==> src/rtl/trit_pack_pkg.sv <==
`default_nettype none
// ============================================================================
// Module      : trit_pack_pkg
// Description : Shared constants and enumerations for the trit/byte
//               stream converter (NTRU-HRSS polynomial (de)serialisation).
// Revision    : 1.0 - initial release
// ============================================================================
package trit_pack_pkg;

  localparam int TRIT_W      = 2;
  localparam int GROUP_TRITS = 5;
  localparam int LANE_W      = 10;
  localparam int BYTE_MAX    = 242;
  localparam int DIV3_MUL    = 171;
  localparam int DIV3_SHIFT  = 9;
  // Step counter width: holds 0..GROUP_TRITS-1
  localparam int CNT_W       = 3;

  typedef enum logic {
    MODE_PACK   = 1'b0,
    MODE_UNPACK = 1'b1
  } mode_e;

  typedef enum logic {
    ST_IDLE = 1'b0,
    ST_RUN  = 1'b1
  } state_e;

endpackage
`default_nettype wire

==> src/rtl/trit5_lane.sv <==
`default_nettype none
// ============================================================================
// Module      : trit5_lane
// Description : One iterative 5-trit <-> byte converter. Pack runs Horner
//               from the top trit down; unpack peels one base-3 digit per
//               step using a multiply-shift divide-by-3. The result/err
//               outputs show the value after the current step completes,
//               so the final step's result can be captured on that edge.
// Revision    : 1.0 - initial release
// ============================================================================
module trit5_lane
  import trit_pack_pkg::*;
(
  input  logic              clk,
  input  logic              rst_n,
  input  logic              start,
  input  logic              step,
  input  mode_e             mode,
  input  logic [CNT_W-1:0]  cnt,
  input  logic [LANE_W-1:0] din,
  output logic [LANE_W-1:0] result,
  output logic              err
);

  mode_e             mode_q, mode_d;
  logic [LANE_W-1:0] src_q, src_d;
  logic [LANE_W-1:0] acc_q, acc_d;
  logic [LANE_W-1:0] dig_q, dig_d;
  logic              err_q, err_d;
  logic [TRIT_W-1:0] trit;
  logic [7:0]        quo;
  logic [1:0]        rem;

  // Next-state datapath: latch on start, one pack or unpack step per step
  always_comb begin
    mode_d = mode_q;
    src_d  = src_q;
    acc_d  = acc_q;
    dig_d  = dig_q;
    err_d  = err_q;

    // Horner consumes trit 4 first, trit 0 last
    case (cnt)
      3'd0:    trit = src_q[9:8];
      3'd1:    trit = src_q[7:6];
      3'd2:    trit = src_q[5:4];
      3'd3:    trit = src_q[3:2];
      default: trit = src_q[1:0];
    endcase

    // Exact floor(v/3) for v <= 255
    quo = 8'((17'(acc_q[7:0]) * 17'(DIV3_MUL)) >> DIV3_SHIFT);
    rem = 2'(acc_q[7:0] - quo * 8'd3);

    if (start) begin
      mode_d = mode;
      src_d  = din;
      dig_d  = '0;
      if (mode == MODE_UNPACK) begin
        acc_d = {2'b00, din[7:0]};
        err_d = (din[7:0] > 8'(BYTE_MAX));
      end else begin
        acc_d = '0;
        err_d = 1'b0;
      end
    end else if (step) begin
      if (mode_q == MODE_PACK) begin
        // Code 2'b11 is not a trit: count it as zero and flag the lane
        if (trit == 2'b11) begin
          trit  = 2'b00;
          err_d = 1'b1;
        end
        acc_d = acc_q * 10'd3 + 10'(trit);
      end else begin
        dig_d = dig_q | (10'(rem) << {cnt, 1'b0});
        acc_d = 10'(quo);
      end
    end

    result = (mode_q == MODE_UNPACK) ? dig_d : {2'b00, acc_d[7:0]};
    err    = err_d;
  end

  // Lane state registers
  always_ff @(posedge clk or negedge rst_n) begin
    if (!rst_n) begin
      mode_q <= MODE_PACK;
      src_q  <= '0;
      acc_q  <= '0;
      dig_q  <= '0;
      err_q  <= 1'b0;
    end else begin
      mode_q <= mode_d;
      src_q  <= src_d;
      acc_q  <= acc_d;
      dig_q  <= dig_d;
      err_q  <= err_d;
    end
  end

endmodule
`default_nettype wire

==> src/rtl/trit_pack_stream.sv <==
`default_nettype none
// ============================================================================
// Module      : trit_pack_stream
// Description : LANES parallel trit/byte converters behind one valid/ready
//               input, a shared IDLE/RUN sequencer with a 5-step counter,
//               and an output FIFO carrying data plus per-lane error flags.
// Revision    : 1.0 - initial release
// ============================================================================
module trit_pack_stream
  import trit_pack_pkg::*;
#(
  parameter int LANES      = 1,
  parameter int FIFO_DEPTH = 4
) (
  input  logic                    clk,
  input  logic                    rst_n,
  input  logic                    flush,
  input  logic                    mode,
  input  logic                    in_valid,
  output logic                    in_ready,
  input  logic [LANES*LANE_W-1:0] in_data,
  output logic                    out_valid,
  input  logic                    out_ready,
  output logic [LANES*LANE_W-1:0] out_data,
  output logic [LANES-1:0]        out_err,
  output logic                    busy
);

  localparam int PTR_W  = $clog2(FIFO_DEPTH);
  localparam int FCNT_W = PTR_W + 1;
  localparam int DATA_W = LANES * LANE_W;
  localparam int ENT_W  = DATA_W + LANES;

  state_e             state_q, state_d;
  logic [CNT_W-1:0]   cnt_q, cnt_d;
  logic               busy_q, busy_d;
  logic               rdy_en_q, rdy_en_d;

  logic [ENT_W-1:0]   mem_q [FIFO_DEPTH];
  logic [ENT_W-1:0]   mem_d [FIFO_DEPTH];
  logic [PTR_W-1:0]   wr_q, wr_d, rd_q, rd_d;
  logic [FCNT_W-1:0]  fcnt_q, fcnt_d;

  logic [DATA_W-1:0]  lane_res;
  logic [LANES-1:0]   lane_err;
  logic               fifo_full, accept, step, push, pop;

  // Handshake and FIFO control strobes; flush masks every state change
  always_comb begin
    fifo_full = (fcnt_q == FCNT_W'(FIFO_DEPTH));
    in_ready  = rdy_en_q && (state_q == ST_IDLE) && !fifo_full && !flush;
    accept    = in_valid && in_ready;
    step      = (state_q == ST_RUN) && !flush;
    push      = step && (cnt_q == CNT_W'(GROUP_TRITS - 1));
    out_valid = (fcnt_q != '0);
    pop       = out_ready && out_valid && !flush;
    {out_err, out_data} = mem_q[rd_q];
    busy      = busy_q;
  end

  generate
    for (genvar k = 0; k < LANES; k++) begin : g_lane
      trit5_lane u_lane (
        .clk    (clk),
        .rst_n  (rst_n),
        .start  (accept),
        .step   (step),
        .mode   (mode_e'(mode)),
        .cnt    (cnt_q),
        .din    (in_data[k*LANE_W +: LANE_W]),
        .result (lane_res[k*LANE_W +: LANE_W]),
        .err    (lane_err[k])
      );
    end
  endgenerate

  // Sequencer next state: accept starts a group, five steps finish it
  always_comb begin
    state_d  = state_q;
    cnt_d    = cnt_q;
    rdy_en_d = 1'b1;
    if (flush) begin
      state_d = ST_IDLE;
      cnt_d   = '0;
    end else begin
      case (state_q)
        ST_IDLE: begin
          if (accept) begin
            state_d = ST_RUN;
            cnt_d   = '0;
          end
        end
        default: begin
          if (cnt_q == CNT_W'(GROUP_TRITS - 1)) begin
            state_d = ST_IDLE;
            cnt_d   = '0;
          end else begin
            cnt_d = cnt_q + CNT_W'(1);
          end
        end
      endcase
    end
    busy_d = (state_d == ST_RUN);
  end

  // Sequencer registers; rdy_en_q keeps in_ready low until the first edge after reset
  always_ff @(posedge clk or negedge rst_n) begin
    if (!rst_n) begin
      state_q  <= ST_IDLE;
      cnt_q    <= '0;
      busy_q   <= 1'b0;
      rdy_en_q <= 1'b0;
    end else begin
      state_q  <= state_d;
      cnt_q    <= cnt_d;
      busy_q   <= busy_d;
      rdy_en_q <= rdy_en_d;
    end
  end

  // FIFO next state; a push into a full FIFO cannot happen since accept needs a free slot
  always_comb begin
    mem_d  = mem_q;
    wr_d   = wr_q;
    rd_d   = rd_q;
    fcnt_d = fcnt_q;
    if (flush) begin
      wr_d   = '0;
      rd_d   = '0;
      fcnt_d = '0;
    end else begin
      if (push) begin
        mem_d[wr_q] = {lane_err, lane_res};
        wr_d        = wr_q + PTR_W'(1);
      end
      if (pop) begin
        rd_d = rd_q + PTR_W'(1);
      end
      case ({push, pop})
        2'b10:   fcnt_d = fcnt_q + FCNT_W'(1);
        2'b01:   fcnt_d = fcnt_q - FCNT_W'(1);
        default: fcnt_d = fcnt_q;
      endcase
    end
  end

  // FIFO storage and pointers
  always_ff @(posedge clk or negedge rst_n) begin
    if (!rst_n) begin
      for (int i = 0; i < FIFO_DEPTH; i++) begin
        mem_q[i] <= '0;
      end
      wr_q   <= '0;
      rd_q   <= '0;
      fcnt_q <= '0;
    end else begin
      mem_q  <= mem_d;
      wr_q   <= wr_d;
      rd_q   <= rd_d;
      fcnt_q <= fcnt_d;
    end
  end

endmodule
`default_nettype wire

==> config.mk <==
export PLATFORM = sky130hd
export DESIGN_NAME = trit_pack_stream
export DESIGN_NICKNAME = d
export VERILOG_FILES = /design/src/rtl/trit_pack_pkg.sv /design/src/rtl/trit5_lane.sv /design/src/rtl/trit_pack_stream.sv
export SDC_FILE = /design/constraint.sdc
export NUM_CORES = 1
export LEC_CHECK = 0
export CORE_MARGIN = 1
export CORE_UTILIZATION = 45
export CTS_CLUSTER_SIZE = 8
export DETAILED_ROUTE_END_ITERATION = 12
export PLACE_DENSITY = 0.69
export SLEW_MARGIN = 15
export SYNTH_ARGS = -nofsm -noshare
export SYNTH_HDL_FRONTEND = slang
export SYNTH_SLANG_ARGS = --single-unit
==> constraint.sdc <==
create_clock -name clk -period 5.22 [get_ports clk]
set_input_delay 0.783 -clock clk [delete_from_list [all_inputs] [get_ports clk]]
set_output_delay 0.783 -clock clk [all_outputs]
set_load 0.05 [all_outputs]
==> run_results.csv, run 1 <==
group,metric,value,unit
setup_path,crit_fanout,5,
sta,maxSlewHeadroom,0.434,
synthesis,synth_area,5740,sq um
sta,skew,0.00572,ns
synthesis,synth_compound_area_frac,0.141,
sta,rsz0062_at_grt,"false",
grt,grt_max_degree,87,
placement,hpwl,9.54,mm
synthesis,synthArstFlopShare,1.00,
grt,grt-ovfl-total,0,
layout,finish.utilization,0.541,
sta,max_freq,0.201,GHz
synthesis,ys_ff_latch,86,
clock_tree,clock-sinks,86,
setup_path,critPathLaunchType,"register",
die,fp.dieW,115,microns
sta,period_needed,4.97,ns
placement,gp_congestion,0.872,
sta,worst_hold_slack,0.408,ns
synthesis,ys_warn_count,0,
run,maxCapViolations,0,
layout,syn_to_final_growth,15.1,%
synthesis,yosys.area_share.simple,0.136,
die,initial_core_util,0.470,
clock_tree,clock_latency,0.34,ns
sta,worst_pin_slew,0.849,ns
synthesis,synth_area_per_cell,10.0,sq um
clock_tree,ctsLongestPathBuffers,2,
layout,fin_nets,695,
setup_path,reg2reg_slack,0.25,ns
clock_tree,clk_pin_slew_worst_paths,0.07,ns
clock_tree,htree_levels,3,
die,io_pins,30,
setup_path,arrival,5.25,ns
die,core_area,12200,sq um
placement,postPlaceCellArea,6210,sq um
layout,antenna_cells,0,
synthesis,muxShareOfSynthArea,0.0914,
synthesis,synth_xor_area_frac,0.0286,
synthesis,synthDistinctLibCells,58,
detailed_routing,first_pass_iters,6,
sta,slew_violations,0,
die,placementRows,40,
grt,grt_pass1_wl,21.9,mm
grt,grt_pass1_vias,4534,
clock_tree,clk_root_buffer_cell,"clkbuf_16",
synthesis,netlist_instances,572,
synthesis,synth_edf_count,0,
sta,finalHoldViolCount,0,
setup_path,crit_start,"g_lane[0].u_lane.acc_q[3]",
die,die_y,115,microns
layout,design_area,6610,sq um
sta,period_share,0.953,
sta,setup_viol,0,
synthesis,synth_fa_ha_area_frac,0.185,
setup_path,crit_required,5.50,ns
detailed_routing,vias_per_cell,5.60,
detailed_routing,drtIter0Drc,269,
synthesis,synthesis.nets,664,
die,dieArea,13200,sq um
worst_hold_path,min_path_type,"in2async",
detailed_routing,wire_per_inst,16.7,microns
setup_path,worstRegToRegCells,18,
synthesis,yosys_most_used_dff,"dfrtp_1",
setup_path,reg2reg_from,"g_lane[0].u_lane.acc_q[3]",
detailed_routing,drc_errors,0,
synthesis,synth_top_family_by_area,"adder cells",
detailed_routing,ant_nets,0,
clock_tree,cts_tree,"done",
setup_path,timing.rr.end,"mem_q[7]",
layout,fill_cells,1137,
synthesis,seq_area_frac_synth,0.375,
grt,antenna_found_initial,0,
placement,port-buffer-count,29,
detailed_routing,num_vias,4349,
detailed_routing,routed_wirelength,13.0,mm
layout,drive_above_1_share,0.133,
clock_tree,cts_buffers,9,
setup_path,critPathCaptureType,"register",
grt,grt_use_total,0.214,
setup_path,crit_end,"mem_q[7]",
setup_path,setup.worst_path.class,"reg2reg",
outcome,status,"finished clean",
-- flip-flops by register name (all words and copies together) (netlist names) --
name                  cells
fcnt_q                    3
wr_q                      2
g_lane.u_lane.acc_q       8
rdy_en_q                  1
g_lane.u_lane.src_q      10
mem_q                    44
g_lane.u_lane.err_q       1
cnt_q                     3
rd_q                      2
g_lane.u_lane.dig_q      10
g_lane.u_lane.mode_q      1
busy                      1
-- Yosys cell counts, types with 6 or more instances --
cell type / instances / area (sq um)
o211ai_1: 6 / 45.0
nor2_1: 45 / 169
o21ai_1: 8 / 40.0
ha_1: 61 / 763
o21a_1: 6 / 45.0
nand3_1: 10 / 50.1
mux4_2: 11 / 248
dfrtp_1: 86 / 2150
xnor2_1: 9 / 78.8
fa_1: 15 / 300
inv_1: 34 / 128
a21o_1: 6 / 45.0
a21oi_1: 31 / 155
o21ai_0: 34 / 170
xor2_1: 6 / 52.6
clkbuf_1: 17 / 63.8
nor3_1: 11 / 55.1
nand2_1: 77 / 289
mux2_2: 21 / 236
-- worst max-delay path: stages, from the launching register on --
cell       delay, ns
dfrtp_1         0.38
ha_1            0.33
fa_1            0.51
fa_1            0.43
fa_1            0.55
ha_4            0.23
a21o_1          0.20
a311o_1         0.28
o211ai_2        0.25
inv_2           0.08
ha_4            0.28
inv_1           0.06
ha_4            0.15
nor2_1          0.11
xnor2_1         0.17
xnor2_2         0.19
mux2i_2         0.29
a2bb2oi_2       0.23
mux2_2          0.19
-- how the worst min path moves through the flow --
| stage | depth (start not counted) | slack [ns] | end | startpoint |
|---|---|---|---|---|
| floorplan | 2 | 0.44 | g_lane[0].u_lane.src_q[0] | g_lane[0].u_lane.src_q[0] |
| global placement | 2 | 0.46 | mem_q[3] | mem_q[3] |
| detailed placement | 2 | 0.47 | g_lane[0].u_lane.src_q[8] | g_lane[0].u_lane.src_q[8] |
| CTS | 2 | 0.49 | g_lane[0].u_lane.src_q[8] | g_lane[0].u_lane.src_q[8] |
| global route | 1 | 0.45 | mem_q[42] | rst_n |
| finish | 1 | 0.41 | mem_q[42] | rst_n |
-- routing by layer --
metal / track usage / vias up / share of wire
met3: 0.0406 / 13 / 0.047
li1: - / 2086 / -
met1: 0.284 / 2135 / 0.47
met4: 0.0641 / 0 / 0.015
met5: 0 / - / 0
met2: 0.357 / 115 / 0.47
-- cell usage in the layout, fill, tap and decap left out, types with 11 or more instances in the layout --
cell and n:
dfrtp_1 86, mux2_2 20, buf_4 13, nor2_1 45, o21ai_0 32, ha_1 58
nand2_1 77, inv_1 33, nor3_1 11, a21oi_1 31, clkdlybuf4s50_1 28, mux4_2 11
fa_1 15
-- cell families (layout without fill, tap and decap cells) --
kind of cell,after synthesis,in the layout
and+or+nand+nor,174,174
AOI/OAI and AO/OA,126,126
DFF,86,86
adders and majority gates,76,76
buffers and inverters,56,92
muxes,36,36
xor gates and xnor gates,17,17
other,1,1
-- through the flow --
| step | std cells | worst slack (ns) | setup TNS (ns) |
|---|---|---|---|
| 2_1_floorplan | 572 | 0.226 | 0 |
| 3_3_place_gp | 758 | 0.115 | 0 |
| 3_5_place_dp | 758 | -0.0206 | -0.0978 |
| 4_1_cts | 774 | 0.0354 | 0 |
| 5_1_grt | 776 | 0.0556 | 0 |
| 6_report | 776 | 0.245 | 0 |
-- area by class of cell --
class,count,area [sq um],area share
clock buffers,10,239,0.0362
inverters,34,128,0.0193
repair buffers,42,398,0.0602
multi-input cells,430,3400,0.515
clock inverters,6,76.3,0.0116
flip-flops and latches,86,2150,0.326
well taps,168,210,0.0318
-- what timing repair did --
action / in CTS / in global routing
endpoints found under the setup margin: 12 / 40
hold buffers: 0 / 0
buffers inserted: 0 / 1
resized for setup: 1 / 9
pin swaps: 0 / 9
Power of run 1 is left out: the tool's default activity adds up to more than one toggle a clock period on the data nets, which glitch-free logic cannot reach.
==> run 2, diff against run 1 <==
--- a/config.mk
+++ b/config.mk
@@ -7,6 +7,7 @@
 export LEC_CHECK = 0
 export CORE_MARGIN = 1
 export CORE_UTILIZATION = 45
+export CTS_CLUSTER_DIAMETER = 80
 export CTS_CLUSTER_SIZE = 8
 export DETAILED_ROUTE_END_ITERATION = 12
 export PLACE_DENSITY = 0.69
==> constraint.sdc (replaced) <==
create_clock -name clk -period 5.22 [get_ports clk]
set_input_delay 0.783 -clock clk [delete_from_list [all_inputs] [get_ports clk]]
set_output_delay 0.783 -clock clk [all_outputs]
set_load 0.01 [all_outputs]
==> results of run 2 <==
Final layout, timing and power as in run 1 (identical DEF).
Power of run 2 is left out for the same reason.
